$ cat config.mk
export PLATFORM = sky130hd
export DESIGN_NAME = alu_seq_flat
export DESIGN_NICKNAME = d
export VERILOG_FILES = /design/src/rtl/alu_seq_pkg.sv /design/src/rtl/alu_seq_if.sv /design/src/rtl/alu_seq_mul_iter.sv /design/src/rtl/alu_seq.sv /design/src/flat_wrapper.sv
export SDC_FILE = /design/constraint.sdc
export NUM_CORES = 1
export LEC_CHECK = 0
export CAP_MARGIN = 20
export CORE_MARGIN = 4
export CORE_UTILIZATION = 25
export CTS_CLUSTER_DIAMETER = 50
export DETAILED_ROUTE_END_ITERATION = 16
export PLACE_DENSITY = 0.5
export REMOVE_ABC_BUFFERS = 1
export SETUP_SLACK_MARGIN = 0.05
export SYNTH_ARGS = -nofsm -noshare
export SYNTH_HDL_FRONTEND = slang
export SYNTH_SLANG_ARGS = --single-unit
$ cat constraint.sdc
create_clock -name clk -period 10.55 [get_ports clk]
set_input_delay 2.11 -clock clk [delete_from_list [all_inputs] [get_ports clk]]
set_output_delay 2.11 -clock clk [all_outputs]
set_load 0.05 [all_outputs]
$ cat src/rtl/alu_seq_pkg.sv
// Shared definitions for the sequential ALU: opcode map and control FSM states.
// Opcodes 0000-1000 keep the encoding of the original combinational ALU.
package alu_seq_pkg;

  typedef enum logic [3:0] {
    OpAdd = 4'b0000,
    OpSub = 4'b0001,
    OpAnd = 4'b0010,
    OpOr  = 4'b0011,
    OpXor = 4'b0100,
    OpNot = 4'b0101,
    OpShl = 4'b0110,
    OpShr = 4'b0111,
    OpCmp = 4'b1000,
    OpAdc = 4'b1001,
    OpSbc = 4'b1010,
    OpRol = 4'b1011,
    OpRor = 4'b1100,
    OpAsr = 4'b1101,
    OpMul = 4'b1110,
    OpIll = 4'b1111
  } alu_op_e;

  typedef enum logic [1:0] {
    StIdle = 2'b00,
    StBusy = 2'b01,
    StDone = 2'b10
  } state_e;

endpackage

$ cat src/rtl/alu_seq_if.sv
// Request/response bundle between the control unit (master) and the ALU (slave).
//  in_valid/in_ready + alu_op/operand_a/operand_b : request channel
//  out_valid/out_ready + alu_result + flags       : registered response channel
interface alu_seq_if #(
  parameter int unsigned WIDTH = 8
) ();

  logic             in_valid;
  logic             in_ready;
  logic [3:0]       alu_op;
  logic [WIDTH-1:0] operand_a;
  logic [WIDTH-1:0] operand_b;
  logic             out_valid;
  logic             out_ready;
  logic [WIDTH-1:0] alu_result;
  logic             zero_flag;
  logic             carry_flag;
  logic             overflow_flag;
  logic             negative_flag;
  logic             illegal_op;

  modport master (
    output in_valid, alu_op, operand_a, operand_b, out_ready,
    input  in_ready, out_valid, alu_result, zero_flag, carry_flag, overflow_flag,
           negative_flag, illegal_op
  );

  modport slave (
    input  in_valid, alu_op, operand_a, operand_b, out_ready,
    output in_ready, out_valid, alu_result, zero_flag, carry_flag, overflow_flag,
           negative_flag, illegal_op
  );

endinterface

$ cat src/rtl/alu_seq_mul_iter.sv
// Iterative unsigned shift-add multiplier, one partial product per clock.
//  clk, rst : clock and synchronous active-high reset (aborts a running multiply)
//  start    : load a/b and begin
//  a, b     : WIDTH-bit unsigned operands, sampled on start
//  done     : product is final (held until the cycle after it is seen)
//  product  : 2*WIDTH-bit running/final product
module alu_seq_mul_iter #(
  parameter int unsigned WIDTH = 8
) (
  input  logic               clk,
  input  logic               rst,
  input  logic               start,
  input  logic [WIDTH-1:0]   a,
  input  logic [WIDTH-1:0]   b,
  output logic               done,
  output logic [2*WIDTH-1:0] product
);

  localparam int unsigned CntW = $clog2(WIDTH);

  logic [2*WIDTH-1:0] acc_q;
  logic [2*WIDTH-1:0] mcand_q;
  logic [WIDTH-1:0]   mplier_q;
  logic [CntW-1:0]    cnt_q;
  logic               busy_q;

  always_ff @(posedge clk) begin
    if (rst) begin
      acc_q    <= '0;
      mcand_q  <= '0;
      mplier_q <= '0;
      cnt_q    <= '0;
      busy_q   <= 1'b0;
    end else if (start) begin
      // The first partial product is folded into the load so the whole multiply
      // takes WIDTH clocks including the start edge.
      acc_q    <= b[0] ? {{WIDTH{1'b0}}, a} : '0;
      mcand_q  <= {{(WIDTH - 1){1'b0}}, a, 1'b0};
      mplier_q <= b >> 1;
      cnt_q    <= CntW'(WIDTH - 1);
      busy_q   <= 1'b1;
    end else if (busy_q) begin
      if (cnt_q == '0) begin
        busy_q <= 1'b0;
      end else begin
        if (mplier_q[0]) acc_q <= acc_q + mcand_q;
        mcand_q  <= mcand_q << 1;
        mplier_q <= mplier_q >> 1;
        cnt_q    <= cnt_q - CntW'(1);
      end
    end
  end

  assign done    = busy_q && (cnt_q == '0);
  assign product = acc_q;

endmodule

$ cat src/rtl/alu_seq.sv
// Handshaked, registered ALU with stored carry for multi-word arithmetic.
//  clk, rst : clock and synchronous active-high reset
//  bus      : alu_seq_if slave port (request, response, result and flags)
// Single-cycle ops are evaluated on the accept edge and land in the output
// registers directly; MUL hands its operands to the iterative multiplier.
module alu_seq
  import alu_seq_pkg::*;
#(
  parameter int unsigned WIDTH = 8
) (
  input logic      clk,
  input logic      rst,
  alu_seq_if.slave bus
);

  state_e state_q, state_d;
  logic   load_out, mul_start, mul_done;
  logic [2*WIDTH-1:0] mul_product;

  alu_op_e          op;
  logic [WIDTH-1:0] a, b;
  logic             cin;
  logic [WIDTH:0]   sum, diff;
  logic             add_ovf, sub_ovf;

  logic [WIDTH-1:0] result_d, result_q;
  logic zero_d, zero_q, cflag_d, cflag_q, ovf_d, ovf_q, neg_d, neg_q, ill_d, ill_q;
  logic carry_q;

  assign op = alu_op_e'(bus.alu_op);
  assign a  = bus.operand_a;
  assign b  = bus.operand_b;

  // Stored carry only feeds the carry-chained forms.
  assign cin  = ((op == OpAdc) || (op == OpSbc)) && carry_q;
  assign sum  = {1'b0, a} + {1'b0, b} + {{WIDTH{1'b0}}, cin};
  assign diff = {1'b0, a} - {1'b0, b} - {{WIDTH{1'b0}}, cin};
  assign add_ovf = (a[WIDTH-1] == b[WIDTH-1]) && (sum[WIDTH-1] != a[WIDTH-1]);
  assign sub_ovf = (a[WIDTH-1] != b[WIDTH-1]) && (diff[WIDTH-1] != a[WIDTH-1]);

  alu_seq_mul_iter #(
    .WIDTH(WIDTH)
  ) u_mul (
    .clk    (clk),
    .rst    (rst),
    .start  (mul_start),
    .a      (a),
    .b      (b),
    .done   (mul_done),
    .product(mul_product)
  );

  always_comb begin
    result_d = '0;
    cflag_d  = 1'b0;
    ovf_d    = 1'b0;
    ill_d    = 1'b0;
    case (op)
      OpAdd, OpAdc: begin
        result_d = sum[WIDTH-1:0];
        cflag_d  = sum[WIDTH];
        ovf_d    = add_ovf;
      end
      OpSub, OpSbc: begin
        result_d = diff[WIDTH-1:0];
        cflag_d  = diff[WIDTH];
        ovf_d    = sub_ovf;
      end
      OpAnd: result_d = a & b;
      OpOr:  result_d = a | b;
      OpXor: result_d = a ^ b;
      OpNot: result_d = ~a;
      OpShl: begin
        result_d = {a[WIDTH-2:0], 1'b0};
        cflag_d  = a[WIDTH-1];
      end
      OpShr: begin
        result_d = {1'b0, a[WIDTH-1:1]};
        cflag_d  = a[0];
      end
      OpCmp: begin
        result_d = a;
        cflag_d  = diff[WIDTH];
        ovf_d    = sub_ovf;
      end
      OpRol: begin
        result_d = {a[WIDTH-2:0], carry_q};
        cflag_d  = a[WIDTH-1];
      end
      OpRor: begin
        result_d = {carry_q, a[WIDTH-1:1]};
        cflag_d  = a[0];
      end
      OpAsr: begin
        result_d = {a[WIDTH-1], a[WIDTH-1:1]};
        cflag_d  = a[0];
      end
      OpIll: ill_d = 1'b1;
      default: result_d = '0;
    endcase

    // In BUSY the request bus is not ours any more; the multiplier owns the result.
    if (state_q == StBusy) begin
      result_d = mul_product[WIDTH-1:0];
      cflag_d  = |mul_product[2*WIDTH-1:WIDTH];
      ovf_d    = 1'b0;
      ill_d    = 1'b0;
    end

    zero_d = (result_d == '0);
    neg_d  = result_d[WIDTH-1];
    if ((state_q != StBusy) && (op == OpCmp)) begin
      zero_d = (diff[WIDTH-1:0] == '0);
      neg_d  = diff[WIDTH-1];
    end
  end

  always_comb begin
    state_d   = state_q;
    load_out  = 1'b0;
    mul_start = 1'b0;
    case (state_q)
      StIdle: begin
        if (bus.in_valid) begin
          if (op == OpMul) begin
            mul_start = 1'b1;
            state_d   = StBusy;
          end else begin
            load_out = 1'b1;
            state_d  = StDone;
          end
        end
      end
      StBusy: begin
        if (mul_done) begin
          load_out = 1'b1;
          state_d  = StDone;
        end
      end
      StDone: begin
        if (bus.out_ready) state_d = StIdle;
      end
      default: state_d = StIdle;
    endcase
  end

  always_ff @(posedge clk) begin
    if (rst) begin
      state_q <= StIdle;
    end else begin
      state_q <= state_d;
    end
  end

  always_ff @(posedge clk) begin
    if (rst) begin
      result_q <= '0;
      zero_q   <= 1'b0;
      cflag_q  <= 1'b0;
      ovf_q    <= 1'b0;
      neg_q    <= 1'b0;
      ill_q    <= 1'b0;
      carry_q  <= 1'b0;
    end else if (load_out) begin
      result_q <= result_d;
      zero_q   <= zero_d;
      cflag_q  <= cflag_d;
      ovf_q    <= ovf_d;
      neg_q    <= neg_d;
      ill_q    <= ill_d;
      // An illegal op must not disturb a multi-word chain in progress.
      if (!ill_d) carry_q <= cflag_d;
    end
  end

  assign bus.in_ready      = (state_q == StIdle);
  assign bus.out_valid     = (state_q == StDone);
  assign bus.alu_result    = result_q;
  assign bus.zero_flag     = zero_q;
  assign bus.carry_flag    = cflag_q;
  assign bus.overflow_flag = ovf_q;
  assign bus.negative_flag = neg_q;
  assign bus.illegal_op    = ill_q;

endmodule

$ cat src/flat_wrapper.sv
// flat-port wrapper written by rule: the top's interface ports become plain ports
module alu_seq_flat import alu_seq_pkg::*;
#(
  parameter int unsigned WIDTH = 8
)
  (clk, rst, bus_in_valid, bus_alu_op, bus_operand_a, bus_operand_b, bus_out_ready, bus_in_ready, bus_out_valid, bus_alu_result, bus_zero_flag, bus_carry_flag, bus_overflow_flag, bus_negative_flag, bus_illegal_op);
  alu_seq_if #(.WIDTH(WIDTH)) bus_i ();
  input logic clk;
  input logic rst;
  input wire logic [$bits(bus_i.in_valid)-1:0] bus_in_valid;
  input wire logic [$bits(bus_i.alu_op)-1:0] bus_alu_op;
  input wire logic [$bits(bus_i.operand_a)-1:0] bus_operand_a;
  input wire logic [$bits(bus_i.operand_b)-1:0] bus_operand_b;
  input wire logic [$bits(bus_i.out_ready)-1:0] bus_out_ready;
  output wire logic [$bits(bus_i.in_ready)-1:0] bus_in_ready;
  output wire logic [$bits(bus_i.out_valid)-1:0] bus_out_valid;
  output wire logic [$bits(bus_i.alu_result)-1:0] bus_alu_result;
  output wire logic [$bits(bus_i.zero_flag)-1:0] bus_zero_flag;
  output wire logic [$bits(bus_i.carry_flag)-1:0] bus_carry_flag;
  output wire logic [$bits(bus_i.overflow_flag)-1:0] bus_overflow_flag;
  output wire logic [$bits(bus_i.negative_flag)-1:0] bus_negative_flag;
  output wire logic [$bits(bus_i.illegal_op)-1:0] bus_illegal_op;
  assign bus_i.in_valid = bus_in_valid;
  assign bus_i.alu_op = bus_alu_op;
  assign bus_i.operand_a = bus_operand_a;
  assign bus_i.operand_b = bus_operand_b;
  assign bus_i.out_ready = bus_out_ready;
  assign bus_in_ready = bus_i.in_ready;
  assign bus_out_valid = bus_i.out_valid;
  assign bus_alu_result = bus_i.alu_result;
  assign bus_zero_flag = bus_i.zero_flag;
  assign bus_carry_flag = bus_i.carry_flag;
  assign bus_overflow_flag = bus_i.overflow_flag;
  assign bus_negative_flag = bus_i.negative_flag;
  assign bus_illegal_op = bus_i.illegal_op;
  alu_seq #(.WIDTH(WIDTH)) u_core (.clk(clk), .rst(rst), .bus(bus_i));
endmodule
==> flow_metrics.tcl, run 1 <==
set metrics [dict create \
    status "finished clean" \
    wl_per_cell_um 17.1 \
    start_kind "input pin" \
    fin_crit_sh 0.581 \
    hold_buffers 0 \
    rsz0062_at_grt "no" \
    cap_violations 0 \
    p_total_mw 0.753 \
    stdcell_count 983 \
    initial_core_util 0.256 \
    async_flop_share 0 \
    tightest_slew_ns 1.06 \
    drv_slew 0 \
    cts-buffers-inserted 9 \
    crit_required_ns 10.74 \
    synth_area_leaders "dfxtp_1 (23%), ha_1 (11%), nand2_1 (8.1%), a21oi_1 (5.5%), nor2_1 (5.0%)" \
    hold_violations 0 \
    insertion_delay_ns 0.33 \
    grt_pass1_vias 4949 \
    drt_iter0_markers 451 \
    cts_buffer_depth 2 \
    max_clock_freq_ghz 0.163 \
    multiInputGateArea_sq_mm 0.00353 \
    die_w_um 150 \
    ir_drop_v 0.0000580 \
    slowest_delay_ns 1.01 \
    cts_tree "built" \
    remaining_drc_errors 0 \
    worstHoldEndpoint "u_core.bus.illegal_op" \
    yosysWarnings 0 \
    ys_seq_area_frac 0.232 \
    synth.most_common_cell "nand2_1" \
    r2r_cells 13 \
    rows 51 \
    worstHoldPathCells 2 \
    hold_ws_ns 0.459 \
    post-cts-setup-buffer-count 0 \
    synth_top_area_share 0.232 \
    syn_inst 696 \
    grt.total_usage 0.153 \
    slowest_stage "clkdlybuf4s50_1" \
    arrival_ns 6.32 \
    nFillCells 2188 \
    syn_avg_cell_area_sq_um 7.20 \
    diodes 0 \
    max_slew_margin 0.296 \
    ant_nets 0 \
    ys_top_cells_by_count "nand2_1 (108), nor2_1 (67), dfxtp_1 (58)" \
    vias 5018 \
    reg2reg_setup_slack_ns 7.29 \
    grt.overflow.total 0 \
    fin_area_sq_mm 0.00594 \
    worstPathMaxFanout 22 \
    ys_ff_latch 58 \
    yosysTopAreaCell "dfxtp_1" \
    timing.rr.start "u_core.carry_q" \
    place_congestion 0.961 \
    crit_chain "clkdlybuf4s50_1, nor2b_1, nand3_1, inv_1, fa_1, inv_1, ha_1, o21ai_0, a211oi_1, mux2i_1, nand2_1, a31o_2, a211o_1, mux2i_1, nor2_1" \
    setup_ws_ns 4.42 \
    hpwlAfterDp_um 12600 \
    routed_wl_um 16800 \
    holdCritPathClass "reg2reg" \
    fin_nets 788 \
    grt_max_degree 45 \
    post-place-ws_ns 4.14 \
    dp.cells 967 \
    cp-end-kind "flop" \
    cts-resized-gates 0 \
    synth_cell_type_count 63 \
    fin_tns_setup_ns 0 \
    finalSetupViolations 0 \
    h-tree-depth 3 \
    skew_ns 0.00888 \
    io_pins 39 \
    drive_gt1_frac 0.0460 \
    final.min_clock_period_ns 6.13 \
    ys.flop_type "dfxtp_1" \
    p_leak_nw 2.34 \
    dpl_cell_area_sq_mm 0.00559 \
    area_growth_pct 18.6 \
    root_buffer "clkbuf_16" \
    grt_antenna_before_repair 0 \
    core-area_sq_mm 0.0196 \
    r2r_end "u_core.bus.alu_result[7]" \
    worstSetupPathType "in2reg" \
    routed_via_density 5.10 \
    cts_sinks 58 \
    grt_pass1_wl_um 26900 \
    synth_edf_count 0 \
    seq_area_sq_mm 0.00116 \
    dieArea_sq_mm 0.0224 \
    p_per_area_mw_per_mm2 127 \
    min-delay-start "u_core.bus.illegal_op" \
    final_util 0.303 \
    io_buffers 38 \
    drtPass1Iterations 6 \
    synthesis.area_sq_mm 0.00501 \
    chipHeight_um 150 \
    clk_pin_slew_ns 0.06 \
]
## state kept, by name, summed over array words and instances (netlist names), 2 cells and up
name,cells
u_core.u_mul.cnt_q,3
u_core.u_mul.mplier_q,7
u_core.bus.alu_result,8
u_core.u_mul.product,16
u_core.state_q,2
u_core.u_mul.mcand_q,15
## worst max path at each step
stage | start | end | slack [ns] | cells after the start
2_1_floorplan | bus_alu_op[3] | u_core.bus.zero_flag | 5.62 | 12
3_3_place_gp | bus_alu_op[3] | u_core.bus.alu_result[7] | 4.17 | 15
3_5_place_dp | bus_alu_op[3] | u_core.bus.alu_result[7] | 4.14 | 15
4_1_cts | bus_alu_op[3] | u_core.bus.zero_flag | 4.48 | 13
5_1_grt | bus_alu_op[3] | u_core.bus.negative_flag | 4.14 | 15
6_report | bus_alu_op[3] | u_core.bus.alu_result[7] | 4.42 | 15
## metal layers
metal / up-vias / wire length (um) / track usage
li1: 2512 / - / -
met3: 26 / 678 / 0.0348
met5: - / 0 / 0
met2: 131 / 8090 / 0.256
met1: 2349 / 7590 / 0.194
met4: 0 / 412 / 0.0490
## worst max-delay path: cells and delay by family
kind | cells | cell delay [ns]
buffers and inverters | 3 | 1.19
adder cells (fa/ha/maj) | 2 | 0.57
AND/OR/NAND/NOR | 4 | 0.81
multiplexers | 2 | 0.44
AO/OA/AOI/OAI | 4 | 1.21
## power breakdown
part | total (mW) | internal (mW) | switching [mW]
combinational | 0.178 | 0.0648 | 0.114
sequential | 0.229 | 0.225 | 0.00400
clock | 0.345 | 0.232 | 0.113
## layout make-up
class,count,area share
Multi-Input combinational cell,562,0.595
Timing Repair Buffer,44,0.0708
Sequential cell,58,0.196
Clock buffer,9,0.0379
Tap cell,265,0.0558
Clock inverter,7,0.0211
Inverter,38,0.0240
## cell families after synthesis
family | count (synthesis) | synth area share
xor gates and xnor gates | 23 | 0.0402
and+or+nand+nor | 294 | 0.272
AOI/OAI and AO/OA | 187 | 0.244
buffers and inverters | 76 | 0.0635
adders and majority gates | 51 | 0.135
DFF | 58 | 0.232
muxes | 7 | 0.0142
## placed cells by master, fill, tap and decap left out, drive strengths merged, types with 8 or more instances in the layout
cell type	instances
a21oi	55
nand2	108
a211oi	9
nand3	32
xnor2	13
a31oi	12
nor3	18
nand2b	15
xor2	10
clkbuf	9
nor2	67
dfxtp	58
inv	39
and2	8
o21ai	39
o211ai	10
clkdlybuf4s50	37
nor4	9
nor2b	13
ha	46
o22ai	8
No activity file was read; power rests on OpenSTA's default activity.
==> run 2: changes to the inputs <==
- clock period: 10.55 -> 6 ns (I/O delays scaled with it)
==> flow_metrics.tcl, run 2 (synthesis gave the netlist of run 1 again) <==
set metrics [dict create \
    worstHoldPathCells 2 \
    ant_nets 0 \
    largest_reg_flops 16 \
    multiInputGateArea_sq_mm 0.00353 \
    routed_via_density 5.14 \
    dpl_cell_area_sq_mm 0.00561 \
    reg2reg_setup_slack_ns 2.70 \
    vias 5067 \
    internal_power_mw 0.878 \
    max_slew_margin 0.307 \
    io_pins 39 \
    crit_path_end "u_core.bus.alu_result[7]" \
    cts_buffer_depth 2 \
    seq_area_sq_mm 0.00116 \
    fin_nets 791 \
    io_buffers 38 \
    grt_antenna_before_repair 0 \
    rsz0062_at_grt "no" \
    area_growth_pct 18.6 \
    clk_pin_slew_ns 0.06 \
    crit_required_ns 6.20 \
    grt_pass1_wl_um 26300 \
    setup_ws_ns 1.24 \
    nFillCells 2166 \
    fin_tns_setup_ns 0 \
    place_congestion 0.971 \
    p_per_area_mw_per_mm2 217 \
    drt_iter0_markers 398 \
    p_sw_mw 0.411 \
    seqPwrFrac 0.312 \
    dieArea_sq_mm 0.0224 \
    diodes 0 \
    root_buffer "clkbuf_16" \
    p_leak_nw 2.34 \
    final_common_cell "nand2_1" \
    hold_ws_ns 0.453 \
    arrival_ns 4.96 \
    combPwrFrac 0.245 \
    start_kind "input pin" \
    crit_start "bus_alu_op[1]" \
    swShare 0.319 \
    mostFrequentLayoutCells "nand2_1 (108), nor2_1 (67), dfxtp_1 (58), a21oi_1 (55), ha_1 (46)" \
    fin_crit_sh 0.793 \
    post-cts-setup-buffer-count 0 \
    drtPass1Iterations 7 \
    cap_violations 0 \
    p_clk_frac 0.442 \
    grt_max_degree 45 \
    timing.rr.start "u_core.carry_q" \
    grt_pass1_vias 4805 \
    ir_drop_v 0.000138 \
    drv_slew 0 \
    cts-buffers-inserted 9 \
    finalSetupViolations 0 \
    wl_per_cell_um 16.8 \
    chipHeight_um 150 \
    cts-resized-gates 0 \
    fin_area_sq_mm 0.00594 \
    worstSetupPathType "in2reg" \
    hold_buffers 0 \
    routed_wl_um 16600 \
    post-place-ws_ns 0.922 \
    cp-end-kind "flop" \
    status "finished clean" \
    insertion_delay_ns 0.34 \
    hpwlAfterDp_um 12400 \
    remaining_drc_errors 0 \
    r2r_cells 11 \
    p_total_mw 1.29 \
    final.min_clock_period_ns 4.76 \
    cts_sinks 58 \
    r2r_end "u_core.bus.alu_result[7]" \
    skew_ns 0.00986 \
    hold_violations 0 \
    core-area_sq_mm 0.0196 \
    max_clock_freq_ghz 0.210 \
    grt.overflow.total 0 \
    die_w_um 150 \
    cts_tree "built" \
    worstPathMaxFanout 11 \
    h-tree-depth 3 \
    grt.total_usage 0.150 \
    drive_gt1_frac 0.0499 \
    initial_core_util 0.256 \
    rows 51 \
    holdCritPathClass "reg2reg" \
    tightest_slew_ns 1.04 \
]
## run 2: power by group through the flow
stage                     Clock, mW  Sequential [mW]  Combinational (mW)
after global placement            0            0.411               0.317
after detailed placement          0            0.411               0.313
final                         0.570            0.403               0.316
after CTS                     0.583            0.403               0.314
after floorplan                   0            0.433               0.171
after global routing          0.600            0.404               0.345
## run 2: worst min path at each step
stage                                  startpoint  slack [ns]                      end
after detailed placement    u_core.bus.illegal_op        0.45    u_core.bus.illegal_op
after floorplan           u_core.u_mul.product[0]        0.43  u_core.u_mul.product[0]
after CTS                   u_core.bus.illegal_op        0.46    u_core.bus.illegal_op
final                       u_core.bus.illegal_op        0.45    u_core.bus.illegal_op
after global placement    u_core.u_mul.product[0]        0.45  u_core.u_mul.product[0]
after global routing        u_core.bus.illegal_op        0.47    u_core.bus.illegal_op
## run 2: area by class of cell
| type | instances | area share |
|---|---|---|
| clock inverter | 7 | 0.0173 |
| sequential | 58 | 0.196 |
| timing repair buffer | 47 | 0.0746 |
| clock buffer | 9 | 0.0379 |
| multi-input combinational | 562 | 0.595 |
| tap | 265 | 0.0558 |
| inverter | 38 | 0.0240 |
## run 2: stage by stage
step           cells  utilization
3_3_place_gp     970        0.286
4_1_cts          986        0.303
5_1_grt          986        0.303
3_5_place_dp     970        0.286
6_report         986        0.303
2_1_floorplan    658            -
## run 2: critical path, stage by stage
cell and delay (ns):
clkdlybuf4s50_1 0.70, nand2b_1 0.22, nand2_1 0.11, nand3_1 0.11
fa_1 0.45, ha_1 0.30, o21ai_0 0.12, a211oi_1 0.44
mux2i_1 0.32, nand2_1 0.17, a31o_2 0.31, a211o_1 0.29
mux2i_1 0.16, nor2_1 0.05
## run 2: layer usage
layer | vias to the layer above | part of all wire | routed length, um | global-route usage
li1 | 2517 | - | - | -
met1 | 2346 | 0.44 | 7360 | 0.193
met2 | 171 | 0.47 | 7840 | 0.243
met3 | 33 | 0.055 | 918 | 0.0330
met4 | 0 | 0.027 | 446 | 0.0590
met5 | - | 0 | 0 | 0
==> run 3: changes to the inputs <==
- PLACE_DENSITY: 0.5 -> 0.51
- clock period: 6 -> 4.1 ns (I/O delays scaled with it)
==> flow_metrics.tcl, run 3 (synthesis gave the netlist of run 1 again) <==
set metrics [dict create \
    wl_per_cell_um 16.7 \
    io_buffers 38 \
    diodes 0 \
    holdCritPathClass "reg2reg" \
    ant_nets 0 \
    post-place-ws_ns -0.0820 \
    drtPass1Iterations 7 \
    max_clock_freq_ghz 0.261 \
    cts-buffers-inserted 9 \
    drt_iter0_markers 435 \
    fin_crit_sh 0.935 \
    cts_sinks 58 \
    cp-end-kind "flop" \
    cts_tree "built" \
    clk_pin_slew_ns 0.06 \
    grt_pass1_vias 5116 \
    slowest_stage "clkdlybuf4s50_1" \
    mostFrequentLayoutCells "nand2_1 (108), nor2_1 (67), dfxtp_1 (58), a21oi_1 (55), buf_4 (50)" \
    stdcell_count 1027 \
    grt_antenna_before_repair 0 \
    status "finished clean" \
    io_pins 39 \
    skew_ns 0.00930 \
    ir_drop_v 0.000182 \
    cap_violations 0 \
    p_per_area_mw_per_mm2 323 \
    drive_gt1_frac 0.105 \
    finalSetupViolations 0 \
    slowest_delay_ns 0.52 \
    grt_pass1_wl_um 27600 \
    dp.cells 1011 \
    vias 5208 \
    insertion_delay_ns 0.34 \
    cp_num_buf_inv 3 \
    chipHeight_um 150 \
    start_kind "input pin" \
    arrival_ns 4.10 \
    setup_ws_ns 0.265 \
    hold_violations 0 \
    p_total_mw 2.03 \
    drv_slew 0 \
    final.min_clock_period_ns 3.84 \
    rows 51 \
    remaining_drc_errors 0 \
    max_slew_margin 0.273 \
    tightest_slew_ns 1.09 \
    area_growth_pct 25.4 \
    worstPathMaxFanout 4 \
    final_common_cell "nand2_1" \
    grt_max_degree 38 \
    routed_wl_um 17200 \
    h-tree-depth 3 \
    root_buffer "clkbuf_16" \
    dieArea_sq_mm 0.0224 \
    p_leak_nw 2.55 \
    hpwlAfterDp_um 13200 \
    routed_via_density 5.07 \
    crit_family "compound AO/OA/AOI/OAI gates" \
    initial_core_util 0.256 \
    grt.overflow.total 0 \
    crit_required_ns 4.36 \
    die_w_um 150 \
    worstSetupPathType "in2reg" \
    grt.total_usage 0.156 \
    rsz0062_at_grt "no" \
    place_congestion 0.953 \
    core-area_sq_mm 0.0196 \
    crit_chain "clkdlybuf4s50_1, nand2b_1, nand2_1, nand3_1, inv_1, fa_1, inv_1, fa_1, o32ai_1, a222oi_1, a21oi_1, a221o_1, nor4_1, nand4_1, o31ai_2" \
    cts_buffer_depth 2 \
    largest_reg_flops 16 \
    fin_nets 832 \
]
==> run 3: worst paths after layout <==
kind / to / slack [ns] / from / depth (start not counted)
worst min-delay path: u_core.u_mul.product[0] / 0.46 / u_core.u_mul.product[0] / 2
worst max-delay path: u_core.bus.zero_flag / 0.26 / bus_alu_op[1] / 15
worst min register to register: u_core.u_mul.product[0] / 0.46 / u_core.u_mul.product[0] / 2
worst max register to register: u_core.bus.zero_flag / 0.94 / u_core.carry_q / 12
==> run 3: per-stage QoR <==
stage	hold WS (ns)	utilization	cell area (sq um)	TNS, ns
final	0.457	0.321	6280	0
after global routing	0.498	0.321	6280	0
after CTS	0.460	0.320	6270	0
after detailed placement	0.451	0.302	5920	-0.273
after global placement	0.449	0.302	5920	-0.0566
after floorplan	0.426	-	4830	0
==> run 3: where the power goes <==
| part | total [mW] | leakage [nW] | switching [mW] | internal (mW) |
|---|---|---|---|---|
| Sequential | 0.590 | 0.470 | 0.0104 | 0.579 |
| Clock | 0.904 | 0.171 | 0.304 | 0.600 |
| Combinational | 0.536 | 1.91 | 0.310 | 0.225 |
| Total | 2.03 | 2.55 | 0.625 | 1.40 |
==> run 3: timing repair <==
| item | CTS | global route |
|---|---|---|
| endpoints found under the setup margin | 0 | 4 |
| hold endpoints to repair | 0 | 0 |
| gates resized for setup | 0 | 4 |
| hold buffers | 0 | 0 |
| buffers inserted | 0 | 0 |
==> run 3: layout make-up <==
class | instances | area, sq um
Timing Repair Buffer | 88 | 751
Sequential cell | 58 | 1160
Inverter | 38 | 143
Fill cell | 2143 | 13300
Multi-Input combinational cell | 562 | 3550
Clock buffer | 9 | 225
Tap cell | 265 | 332
Clock inverter | 7 | 125
==> run 3: metal layers <==
metal | routed length [um] | global-route usage | up-vias
li1 | - | - | 2597
met1 | 7750 | 0.202 | 2419
met2 | 8100 | 0.260 | 156
met3 | 880 | 0.0294 | 36
met4 | 450 | 0.0568 | 0
met5 | 0 | 0 | -
==> run 3: worst register-to-register path: stages (launching register included) <==
cell	delay, ns
dfxtp_1	0.44
nand3_1	0.16
inv_1	0.10
fa_1	0.19
inv_1	0.06
fa_1	0.51
o32ai_1	0.09
a222oi_1	0.42
a21oi_1	0.12
a221o_1	0.30
nor4_1	0.35
nand4_1	0.16
o31ai_2	0.19
